File: src/rtl/mem_arb_pkg.sv
// Shared constants for the data-memory arbiter.
// Defaults match the 4-requester, 256x8 memory system.
package mem_arb_pkg;

  localparam int NREQ_DEF      = 4;
  localparam int WIDTH_DEF     = 8;
  localparam int ADDR_W_DEF    = 8;
  localparam int RES_BASE_DEF  = 200;
  localparam int RES_COUNT_DEF = 9;

  localparam int PTR_W_DEF = $clog2(NREQ_DEF);
  localparam int CNT_W_DEF = $clog2(RES_COUNT_DEF + 1);

endpackage

File: src/rtl/mem_arbiter_rr.sv
// Combinational round-robin pick: first set request at or after ptr_i,
// wrapping modulo NREQ.
module rr_arbiter #(
  parameter int NREQ  = 4,
  parameter int PTR_W = 2
) (
  input  logic [NREQ-1:0]  req_i,
  input  logic [PTR_W-1:0] ptr_i,
  output logic [NREQ-1:0]  gnt_o,
  output logic [PTR_W-1:0] idx_o,
  output logic             any_o
);

  logic [PTR_W-1:0] j;

  always_comb begin
    gnt_o = '0;
    idx_o = '0;
    any_o = 1'b0;
    j     = '0;
    for (int k = 0; k < NREQ; k++) begin
      j = PTR_W'((int'(ptr_i) + k) % NREQ);
      if (!any_o && req_i[j]) begin
        any_o    = 1'b1;
        gnt_o[j] = 1'b1;
        idx_o    = j;
      end
    end
  end

endmodule

File: src/rtl/mem_arbiter.sv
// Round-robin arbiter for the shared single-port data memory:
// one access per cycle, tagged read return, result-window done flag.
module mem_arbiter
  import mem_arb_pkg::*;
#(
  parameter int NREQ      = NREQ_DEF,
  parameter int WIDTH     = WIDTH_DEF,
  parameter int ADDR_W    = ADDR_W_DEF,
  parameter int RES_BASE  = RES_BASE_DEF,
  parameter int RES_COUNT = RES_COUNT_DEF
) (
  input  logic                   clk,
  input  logic                   reset,
  input  logic [NREQ-1:0]        req_valid,
  input  logic [NREQ-1:0]        req_write,
  input  logic [NREQ*ADDR_W-1:0] req_addr,
  input  logic [NREQ*WIDTH-1:0]  req_wdata,
  output logic [NREQ-1:0]        req_ready,
  output logic [NREQ-1:0]        rsp_valid,
  output logic [WIDTH-1:0]       rsp_rdata,
  output logic                   mem_en,
  output logic                   mem_we,
  output logic [ADDR_W-1:0]      mem_addr,
  output logic [WIDTH-1:0]       mem_wdata,
  input  logic [WIDTH-1:0]       mem_rdata,
  output logic                   done
);

  localparam int PTR_W = $clog2(NREQ);
  localparam int CNT_W = $clog2(RES_COUNT + 1);
  localparam logic [CNT_W-1:0] CNT_MAX  = CNT_W'(RES_COUNT);
  localparam logic [PTR_W-1:0] PTR_LAST = PTR_W'(NREQ - 1);

  logic [PTR_W-1:0] rr_ptr_q, rr_ptr_d;
  logic [PTR_W-1:0] rd_tag_q, rd_tag_d;
  logic             rd_pend_q, rd_pend_d;
  logic [CNT_W-1:0] res_cnt_q, res_cnt_d;
  logic             done_q, done_d;

  logic [NREQ-1:0]  gnt;
  logic [PTR_W-1:0] gidx;
  logic             any;
  logic             grant;
  logic             res_hit;

  rr_arbiter #(
    .NREQ  (NREQ),
    .PTR_W (PTR_W)
  ) u_rr (
    .req_i (req_valid),
    .ptr_i (rr_ptr_q),
    .gnt_o (gnt),
    .idx_o (gidx),
    .any_o (any)
  );

  assign grant = any & ~reset;

  always_comb begin
    req_ready = '0;
    mem_en    = 1'b0;
    mem_we    = 1'b0;
    mem_addr  = '0;
    mem_wdata = '0;
    if (grant) begin
      req_ready = gnt;
      mem_en    = 1'b1;
      mem_we    = req_write[gidx];
      mem_addr  = req_addr[int'(gidx)*ADDR_W +: ADDR_W];
      mem_wdata = req_wdata[int'(gidx)*WIDTH +: WIDTH];
    end
  end

  // Read data comes straight off the memory; a reset kills it in flight.
  always_comb begin
    rsp_valid = '0;
    rsp_rdata = '0;
    if (!reset && rd_pend_q) begin
      rsp_valid[rd_tag_q] = 1'b1;
      rsp_rdata           = mem_rdata;
    end
  end

  assign res_hit = mem_en && mem_we &&
                   (int'(mem_addr) >= RES_BASE) &&
                   (int'(mem_addr) < RES_BASE + RES_COUNT);

  always_comb begin
    rr_ptr_d  = rr_ptr_q;
    rd_pend_d = 1'b0;
    rd_tag_d  = rd_tag_q;
    res_cnt_d = res_cnt_q;
    if (grant) begin
      rr_ptr_d  = (gidx == PTR_LAST) ? '0 : gidx + 1'b1;
      rd_pend_d = ~req_write[gidx];
      rd_tag_d  = gidx;
    end
    if (res_hit && res_cnt_q != CNT_MAX) begin
      res_cnt_d = res_cnt_q + 1'b1;
    end
    done_d = done_q | (res_cnt_d == CNT_MAX);
  end

  always_ff @(posedge clk) begin
    if (reset) begin
      rr_ptr_q  <= '0;
      rd_tag_q  <= '0;
      rd_pend_q <= 1'b0;
      res_cnt_q <= '0;
      done_q    <= 1'b0;
    end else begin
      rr_ptr_q  <= rr_ptr_d;
      rd_tag_q  <= rd_tag_d;
      rd_pend_q <= rd_pend_d;
      res_cnt_q <= res_cnt_d;
      done_q    <= done_d;
    end
  end

  assign done = done_q;

endmodule
File: config.mk
export PLATFORM = sky130hd
export DESIGN_NAME = mem_arbiter
export DESIGN_NICKNAME = d
export VERILOG_FILES = /design/src/rtl/mem_arb_pkg.sv /design/src/rtl/mem_arbiter_rr.sv /design/src/rtl/mem_arbiter.sv
export SDC_FILE = /design/constraint.sdc
export NUM_CORES = 1
export LEC_CHECK = 0
export ABC_CLOCK_PERIOD_IN_PS = 5150
export CAP_MARGIN = 0
export CORE_MARGIN = 2
export CORE_UTILIZATION = 34
export CTS_BUF_LIST = sky130_fd_sc_hd__clkbuf_4 sky130_fd_sc_hd__clkbuf_8
export DETAILED_ROUTE_END_ITERATION = 8
export GPL_TIMING_DRIVEN = 1
export HOLD_SLACK_MARGIN = 0.03
export PLACE_DENSITY = 0.8
export REMOVE_ABC_BUFFERS = 1
export SYNTH_ARGS = -nofsm -noshare
export SYNTH_HDL_FRONTEND = slang
export SYNTH_SLANG_ARGS = --single-unit
File: constraint.sdc
create_clock -name clk -period 5.15 [get_ports clk]
set_clock_uncertainty 0.05 [all_clocks]
set_input_delay 1.545 -clock clk [delete_from_list [all_inputs] [get_ports clk]]
set_output_delay 1.545 -clock clk [all_outputs]
set_load 0.02 [all_outputs]
==> impl_metrics.tcl, run 1 <==
set metrics [dict create \
    worst_pin_slew_ns 0.471 \
    fin_ws_ns -0.207 \
    grt_pass1_vias 2301 \
    final_hold_viol_count 0 \
    synth_fa_ha_area_share_pct 7.02 \
    die_area_um2 5840 \
    leakagePower_nw 1.54 \
    cts_root_buf "clkbuf_8" \
    synth_cell_types 56 \
    drt_iter0_markers 194 \
    powerDensity_nw_per_um2 529 \
    io_buffers 116 \
    routedWlPerCell_um 20.0 \
    start_util_pct 35.1 \
    synthMuxAreaShare_pct 26.6 \
    synth-seq-cells 10 \
    start_kind "input port" \
    slew_headroom_pct 68.6 \
    cts_tree "yes" \
    grtUsageTotal_pct 25.3 \
    ys_seq_area_share_pct 11.2 \
    clockBufferDepth 2 \
    crit_type "in2out" \
    maxSlewViolCount 0 \
    setup_viol 16 \
    rows 26 \
    most-common-layout-cells "clkdlybuf4s50_1, buf_4, buf_6" \
    rsz0062_at_grt "true" \
    dieHeight_um 76.4 \
    fmax_mhz 187 \
    hold_path_class "reg2reg" \
    finalNetCount 468 \
    peakVddDrop_mv 0.320 \
    vias 2450 \
    die_x_um 76.4 \
    clk_latency_ns 0.24 \
    yosys_warnings 0 \
    required_ns 3.56 \
    grt_max_degree 20 \
    post-route-drc-count 0 \
    antenna_found_initial 0 \
    timing.hold.ws_ns 0.423 \
    synth_xor_xnor_area_share_pct 2.46 \
    synth_compound_area_share_pct 17.5 \
    boundaryPins 117 \
    clkTransAtPathRegs_ns 0.05 \
    cp-end-kind "primary output" \
    syn2layout_area_growth_pct 107 \
    setup_tns_ns -1.63 \
    drtPass1Iterations 4 \
    final_common_cell "clkdlybuf4s50_1" \
    syn_area_um2 1780 \
    synthFlopType "dfxtp_1" \
    hpwl_um 5490 \
    place.gp.congestion 0.865 \
    violations "negative setup slack" \
    vias_per_cell 5.51 \
    syn_avg_cell_area_um2 8.29 \
    worstPathMaxFanout 8 \
    async_reset_ff_share_pct 0 \
    diodes 0 \
    cts_hold_buf 0 \
    synth-edff-count 0 \
    grt_overflow 0 \
    synth_cells 215 \
    cts_buffers 3 \
    htree_levels 1 \
    arrival_ns 3.76 \
    fillers 331 \
    drtAntennaViolNets 0 \
    status "finished with violations" \
    clock-sinks 10 \
    layout-drive-gt1-share_pct 36.8 \
    synth_top_family_by_area "simple AND/OR/NAND/NOR gates" \
    maxCapViolCount 0 \
    yosys.area_share.simple_pct 27.2 \
    grt_pass1_wl_um 11900 \
    fin_crit_sh_pct 104 \
    core_area_um2 5070 \
    routed_wl_um 8900 \
    layout_min_cycle_time_ns 5.36 \
]
## worst paths after layout
kind | startpoint | end | slack [ns] | cells past startpoint
min reg2reg | done$_SDFF_PP0_ | done$_SDFF_PP0_ | 0.42 | 2
min | done$_SDFF_PP0_ | done$_SDFF_PP0_ | 0.42 | 2
max | req_valid[3] | mem_wdata[5] | -0.21 | 8
max reg2reg | rr_ptr_q[1]$_SDFFE_PP0P_ | done$_SDFF_PP0_ | 1.02 | 16
## cells in the mapped netlist, types with 3 or more instances
library cell,number,area [um^2]
nand3_1,5,25.0
or4_1,3,22.5
mux2_2,4,45.0
xnor2_1,3,26.3
clkbuf_1,7,26.3
and2_1,19,119
nor2_1,25,93.8
buf_6,3,33.8
mux2i_1,14,140
inv_1,6,22.5
a21oi_1,7,35.0
nand2_1,18,67.6
ha_1,10,125
buf_2,5,25.0
a221oi_1,4,35.0
a22oi_1,5,37.5
o21ai_1,3,15.0
dfxtp_1,10,200
o211ai_1,6,45.0
nor2b_1,5,31.3
mux4_2,10,225
## critical path, cell delays in order
cell and delay (ns):
buf_8 0.10, mux4_2 0.48, or3_4 0.35, or2_4 0.27, and2_4 0.23, mux4_2 0.50, and2_4 0.17, buf_6 0.12
## flip-flops by register name, indices dropped and copies added, names as in the netlist
signal	count
rd_tag_q	2
rd_pend_q	1
rr_ptr_q	2
done	1
res_cnt_q	4
## cell families after synthesis
| family | after synthesis |
|---|---|
| compound gates | 42 |
| xor+xnor | 5 |
| fa+ha+maj | 10 |
| buf+inv | 25 |
| flops | 10 |
| mux | 32 |
| simple gates | 91 |
## what timing repair did
| action | in CTS | in global routing |
|---|---|---|
| gates cloned | 2 | 0 |
| pin swaps | 15 | 14 |
| hold endpoints to repair | 0 | 0 |
| setup endpoints to repair | 22 | 17 |
| gates resized for setup | 152 | 39 |
| setup buffers | 7 | 9 |
## per-stage QoR
step                      power, mW  cell area [um^2]  setup slack, ns  cells  utilization, %
final                          1.95              3690           -0.207    445            72.7
after detailed placement       1.38              3230            -1.06    423            63.6
after CTS                      1.69              3470           -0.200    436            68.4
after global routing           2.05              3690           -0.253    445            72.7
after global placement         1.35              3230           -0.993    423            63.6
after floorplan               0.835              1670           -0.284    197               -
## metal layers
layer	GRT usage, %	part of all wire (%)	routed length (um)	vias up
met5	0	0	0	-
met4	10.7	4.2	376	0
met3	5.09	7.8	693	34
met2	46.2	50	4490	132
met1	28.5	38	3340	1177
li1	-	-	-	1107
## power by group
part | internal (mW) | total [mW] | switching (mW)
logic | 0.941 | 1.74 | 0.801
clock network | 0.0675 | 0.102 | 0.0345
registers | 0.0938 | 0.107 | 0.0135
## final cells by class
class	instances	area, um^2	share of cell area, %
clock buffer	4	55.1	1.49
multi-input combinational	181	1640	44.4
tap	70	87.6	2.37
timing repair buffer	173	1680	45.6
sequential	10	200	5.42
inverter	7	26.3	0.712
Note: power is estimated with default switching activity, not from simulation.
==> run 2, diff against run 1 <==
--- a/config.mk
+++ b/config.mk
@@ -6,7 +6,6 @@
 export NUM_CORES = 1
 export LEC_CHECK = 0
 export ABC_CLOCK_PERIOD_IN_PS = 5150
-export CAP_MARGIN = 0
 export CORE_MARGIN = 2
 export CORE_UTILIZATION = 34
 export CTS_BUF_LIST = sky130_fd_sc_hd__clkbuf_4 sky130_fd_sc_hd__clkbuf_8
@@ -15,6 +14,7 @@
 export HOLD_SLACK_MARGIN = 0.03
 export PLACE_DENSITY = 0.8
 export REMOVE_ABC_BUFFERS = 1
+export SKIP_CTS_REPAIR_TIMING = 1
 export SYNTH_ARGS = -nofsm -noshare
 export SYNTH_HDL_FRONTEND = slang
 export SYNTH_SLANG_ARGS = --single-unit
==> impl_metrics.tcl, run 2 (synthesis gave the netlist of run 1 again) <==
set metrics [dict create \
    status "finished with violations" \
    htree_levels 1 \
    critPathSlowestCell "mux4_2" \
    drtAntennaViolNets 0 \
    core_area_um2 5070 \
    grt_max_degree 20 \
    clk_latency_ns 0.24 \
    vias_per_cell 5.54 \
    syn2layout_area_growth_pct 105 \
    start_kind "input port" \
    grt_overflow 0 \
    cts_tree "yes" \
    die_x_um 76.4 \
    fin_ws_ns -0.328 \
    clockBufferDepth 2 \
    leakagePower_nw 1.59 \
    hold_path_class "reg2reg" \
    boundaryPins 117 \
    hpwl_um 5490 \
    start_util_pct 35.1 \
    routed_wl_um 8990 \
    io_buffers 116 \
    layout-drive-gt1-share_pct 36.0 \
    combPwrFrac_pct 89.0 \
    setup_viol 16 \
    finalNetCount 468 \
    rsz0062_at_grt "true" \
    wl_met2_um 4570 \
    path_cells "buf_8 > mux4_2 > or3_4 > or2_4 > and2_4 > buf_4 > mux4_2 > and2_4 > buf_6" \
    maxCapViolCount 0 \
    maxSlewViolCount 0 \
    vias 2466 \
    wl_met3_um 676 \
    grt_pass1_vias 2153 \
    timing.hold.ws_ns 0.450 \
    final_hold_viol_count 0 \
    antenna_found_initial 0 \
    worst_pin_slew_ns 0.494 \
    p_int_mw 1.10 \
    cts_buffers 3 \
    diodes 0 \
    slew_headroom_pct 66.8 \
    regMostFlops "res_cnt_q" \
    critPathMaxStageDelay_ns 0.48 \
    fin_total_pwr_mw 1.92 \
    power_switching_share_pct 43.0 \
    largest_register_ffs 4 \
    arrival_ns 3.88 \
    fillers 335 \
    crit_family "simple AND/OR/NAND/NOR gates" \
    wl_met1_um 3190 \
    grt_pass1_wl_um 10800 \
    final_common_cell "clkdlybuf4s50_1" \
    powerDensity_nw_per_um2 525 \
    pwr-share-clk_pct 5.4 \
    worstPathMaxFanout 6 \
    place.gp.congestion 0.865 \
    top_layer "met4" \
    fin_crit_sh_pct 106 \
    drt_iter0_markers 133 \
    crit_type "in2out" \
    grtUsageTotal_pct 22.7 \
    cts_root_buf "clkbuf_8" \
    post-route-drc-count 0 \
    clkTransAtPathRegs_ns 0.06 \
    violations "negative setup slack" \
    critical_path_buf_inv_count 3 \
    rows 26 \
    fmax_mhz 183 \
    top_regs "res_cnt_q: 4 flops, rd_tag_q: 2 flops, rr_ptr_q: 2 flops" \
    peakVddDrop_mv 0.289 \
    layout_min_cycle_time_ns 5.48 \
    routedWlPerCell_um 20.2 \
    most-common-layout-cells "clkdlybuf4s50_1, buf_4, nor2_1" \
    clock-sinks 10 \
    die_area_um2 5840 \
    cp-end-kind "primary output" \
    p_sw_uw 827 \
    required_ns 3.56 \
    seqPwrFrac_pct 5.6 \
    dieHeight_um 76.4 \
    drtPass1Iterations 4 \
]
==> run 2: worst register-to-register path, cell delays in order (launching register included) <==
cell and delay, ns:
dfxtp_1 0.36, buf_4 0.19, mux4_2 0.54, or3_4 0.40, or2_4 0.28, and2_4 0.19, buf_12 0.14, buf_6 0.12
mux2i_2 0.15, a2bb2oi_2 0.15, buf_4 0.14, buf_4 0.13, nor4_2 0.48, o21ai_1 0.25, o31a_1 0.18, o41ai_2 0.27
==> run 2: through the flow <==
| step | utilization, % | instance area (um^2) | TNS, ns | setup slack (ns) | std cells |
|---|---|---|---|---|---|
| finish | 72.1 | 3660 | -3.95 | -0.328 | 445 |
| global route | 72.1 | 3660 | -4.54 | -0.354 | 445 |
| CTS | 64.7 | 3280 | -18.98 | -1.07 | 427 |
| detailed placement | 63.6 | 3230 | -18.89 | -1.06 | 423 |
| global placement | 63.6 | 3230 | -17.53 | -0.993 | 423 |
| floorplan | - | 1670 | -2.75 | -0.284 | 197 |
==> run 2: layout make-up <==
cell class	instances	area [um^2]	area share [%]
multi-input combinational	181	1600	43.6
timing repair buffer	173	1700	46.3
sequential	10	200	5.47
inverter	7	26.3	0.718
tap	70	87.6	2.39
clock buffer	4	55.1	1.50
==> run 2: final timing paths <==
check	slack, ns	depth (start not counted)	end	start
worst max register to register	1.05	15	done$_SDFF_PP0_	rr_ptr_q[1]$_SDFFE_PP0P_
worst min register to register	0.45	2	done$_SDFF_PP0_	done$_SDFF_PP0_
worst max-delay path	-0.33	9	mem_wdata[7]	req_valid[3]
worst min-delay path	0.45	2	done$_SDFF_PP0_	done$_SDFF_PP0_
==> run 2: power groups by stage <==
stage | sequential (mW) | combinational [mW] | clock [mW]
after CTS | 0.106 | 1.28 | 0.101
after detailed placement | 0.108 | 1.27 | 0
after floorplan | 0.124 | 0.711 | 0
after global placement | 0.106 | 1.24 | 0
final | 0.107 | 1.71 | 0.104
after global routing | 0.108 | 1.79 | 0.109
==> run 2: layer usage <==
| layer | vias to the layer above | global-route usage [%] |
|---|---|---|
| met5 | - | 0 |
| met4 | 0 | 7.82 |
| met3 | 47 | 3.91 |
| met2 | 150 | 41.9 |
| met1 | 1162 | 26.2 |
| li1 | 1107 | - |
==> run 3, diff against run 2 <==
--- a/config.mk
+++ b/config.mk
@@ -6,15 +6,18 @@
 export NUM_CORES = 1
 export LEC_CHECK = 0
 export ABC_CLOCK_PERIOD_IN_PS = 5150
+export CELL_PAD_IN_SITES_DETAIL_PLACEMENT = 0
+export CELL_PAD_IN_SITES_GLOBAL_PLACEMENT = 1
 export CORE_MARGIN = 2
-export CORE_UTILIZATION = 34
+export CORE_UTILIZATION = 23
 export CTS_BUF_LIST = sky130_fd_sc_hd__clkbuf_4 sky130_fd_sc_hd__clkbuf_8
 export DETAILED_ROUTE_END_ITERATION = 8
 export GPL_TIMING_DRIVEN = 1
 export HOLD_SLACK_MARGIN = 0.03
-export PLACE_DENSITY = 0.8
+export PLACE_DENSITY_LB_ADDON = 0.1
 export REMOVE_ABC_BUFFERS = 1
 export SKIP_CTS_REPAIR_TIMING = 1
+export SKIP_LAST_GASP = 1
 export SYNTH_ARGS = -nofsm -noshare
 export SYNTH_HDL_FRONTEND = slang
 export SYNTH_SLANG_ARGS = --single-unit
==> constraint.sdc (replaced) <==
create_clock -name clk -period 5.15 [get_ports clk]
set_clock_uncertainty 0.05 [all_clocks]
set_input_delay 1.03 -clock clk [delete_from_list [all_inputs] [get_ports clk]]
set_output_delay 1.03 -clock clk [all_outputs]
set_load 0.02 [all_outputs]
==> impl_metrics.tcl, run 3 (synthesis gave the netlist of run 1 again) <==
set metrics [dict create \
    vias_per_cell 4.64 \
    most-common-layout-cells "clkdlybuf4s50_1, buf_4, nor2_1" \
    final_core_util_pct 43.4 \
    reg2reg_slack_ns 1.35 \
    leakagePower_nw 1.39 \
    drt_iter0_markers 45 \
    clk_latency_ns 0.23 \
    cts_root_buf "clkbuf_8" \
    boundaryPins 117 \
    top_regs "res_cnt_q: 4 flops, rd_tag_q: 2 flops, rr_ptr_q: 2 flops" \
    grt_pass1_wl_um 10500 \
    routed_wl_um 6350 \
    core_area_um2 7610 \
    final_hold_viol_count 0 \
    cts_buffers 3 \
    drtPass1Iterations 4 \
    grt_pass1_vias 2056 \
    grtUsageTotal_pct 14.9 \
    drtAntennaViolNets 0 \
    cts_tree "yes" \
    cp_common_cell "clkdlybuf4s50_1" \
    fin_ws_ns 0.0740 \
    rr_startpoint "rr_ptr_q[0]$_SDFFE_PP0P_" \
    layout-drive-gt1-share_pct 17.4 \
    clkTransAtPathRegs_ns 0.05 \
    rows 32 \
    routedWlPerCell_um 14.0 \
    dieHeight_um 92.0 \
    worstPathMaxFanout 16 \
    required_ns 4.07 \
    rsz0062_at_grt "true" \
    hold_path_depth 2 \
    worstHoldStart "done$_SDFF_PP0_" \
    powerDensity_nw_per_um2 443 \
    layout_min_cycle_time_ns 5.08 \
    fin_total_pwr_mw 1.46 \
    regMostFlops "res_cnt_q" \
    fin_crit_sh_pct 98.6 \
    io_buffers 116 \
    place.gp.congestion 0.781 \
    start_kind "input port" \
    final_common_cell "clkdlybuf4s50_1" \
    maxSlewViolCount 0 \
    start_util_pct 23.4 \
    hpwl_um 5180 \
    wl_met2_um 3090 \
    antenna_found_initial 0 \
    die_area_um2 8470 \
    crit_type "in2out" \
    worst_hold_path.endpoint "done$_SDFF_PP0_" \
    place_inst 446 \
    final_cells 453 \
    rr_worst_depth 14 \
    critPathSlowestCell "clkdlybuf4s50_1" \
    path_cells "clkdlybuf4s50_1 > mux4_2 > or3_1 > or2_4 > and2_4 > mux4_1 > and2_1 > clkdlybuf4s50_1" \
    cp-end-kind "primary output" \
    largest_register_ffs 4 \
    grt_max_degree 20 \
    dp_slack_ns -0.0483 \
    top_layer "met4" \
    vias 2100 \
    fmax_mhz 197 \
    worst_pin_slew_ns 0.686 \
    r2r_end "done$_SDFF_PP0_" \
    wl_met3_um 327 \
    slew_headroom_pct 53.9 \
    grt_overflow 0 \
    hold_path_class "reg2reg" \
    maxCapViolCount 0 \
    post-route-drc-count 0 \
    cp-startpoint "req_valid[2]" \
    clock-sinks 10 \
    status "finished clean" \
    finalNetCount 444 \
    die_x_um 92.0 \
    critPathMaxStageDelay_ns 0.53 \
    peakVddDrop_mv 0.228 \
    diodes 0 \
    setup_viol 0 \
    syn2layout_area_growth_pct 85.0 \
    arrival_ns 4.00 \
    htree_levels 1 \
    clockBufferDepth 2 \
    wl_met1_um 2900 \
]
[run 3: layout make-up]
class                           count  area [um^2]
Clock buffer                        4         55.1
Fill cell                         764         4310
Inverter                            7         26.3
Multi-Input combinational cell    180         1440
Sequential cell                    10          200
Tap cell                          102          128
Timing Repair Buffer              150         1450
[run 3: per-layer routing]
layer | track usage [%] | vias up
met5 | 0 | -
met4 | 2.24 | 0
met3 | 2.05 | 4
met2 | 25.9 | 59
met1 | 20.0 | 977
li1 | - | 1060
[run 3: how the worst max path moves through the flow]
stage	to	slack [ns]	cells after the start
after global placement	mem_wdata[0]	0.02	8
after CTS	mem_wdata[0]	-0.05	8
final	mem_wdata[0]	0.07	8
after floorplan	mem_wdata[0]	0.67	8
after global routing	mem_wdata[0]	-0.13	8
after detailed placement	mem_wdata[0]	-0.05	8
[run 3: through the flow]
stage | TNS (ns) | area, um^2 | hold slack, ns
final | 0 | 3300 | 0.422
after floorplan | 0 | 1670 | 0.415
after CTS | -0.123 | 3260 | 0.425
after global placement | 0 | 3200 | 0.398
after detailed placement | -0.110 | 3200 | 0.411
after global routing | -0.809 | 3300 | 0.449
[run 3: critical path: cells and delay by family]
| family | cells | cell delay [ns] |
|---|---|---|
| buffers and inverters | 2 | 1.03 |
| muxes | 2 | 0.96 |
| and+or+nand+nor | 4 | 0.96 |
[run 3: report_power, final]
part | leakage [nW] | switching [mW] | internal [mW]
Sequential | 0.0818 | 0.0134 | 0.0939
Clock | 0.0288 | 0.0309 | 0.0672
Combinational | 1.28 | 0.580 | 0.676
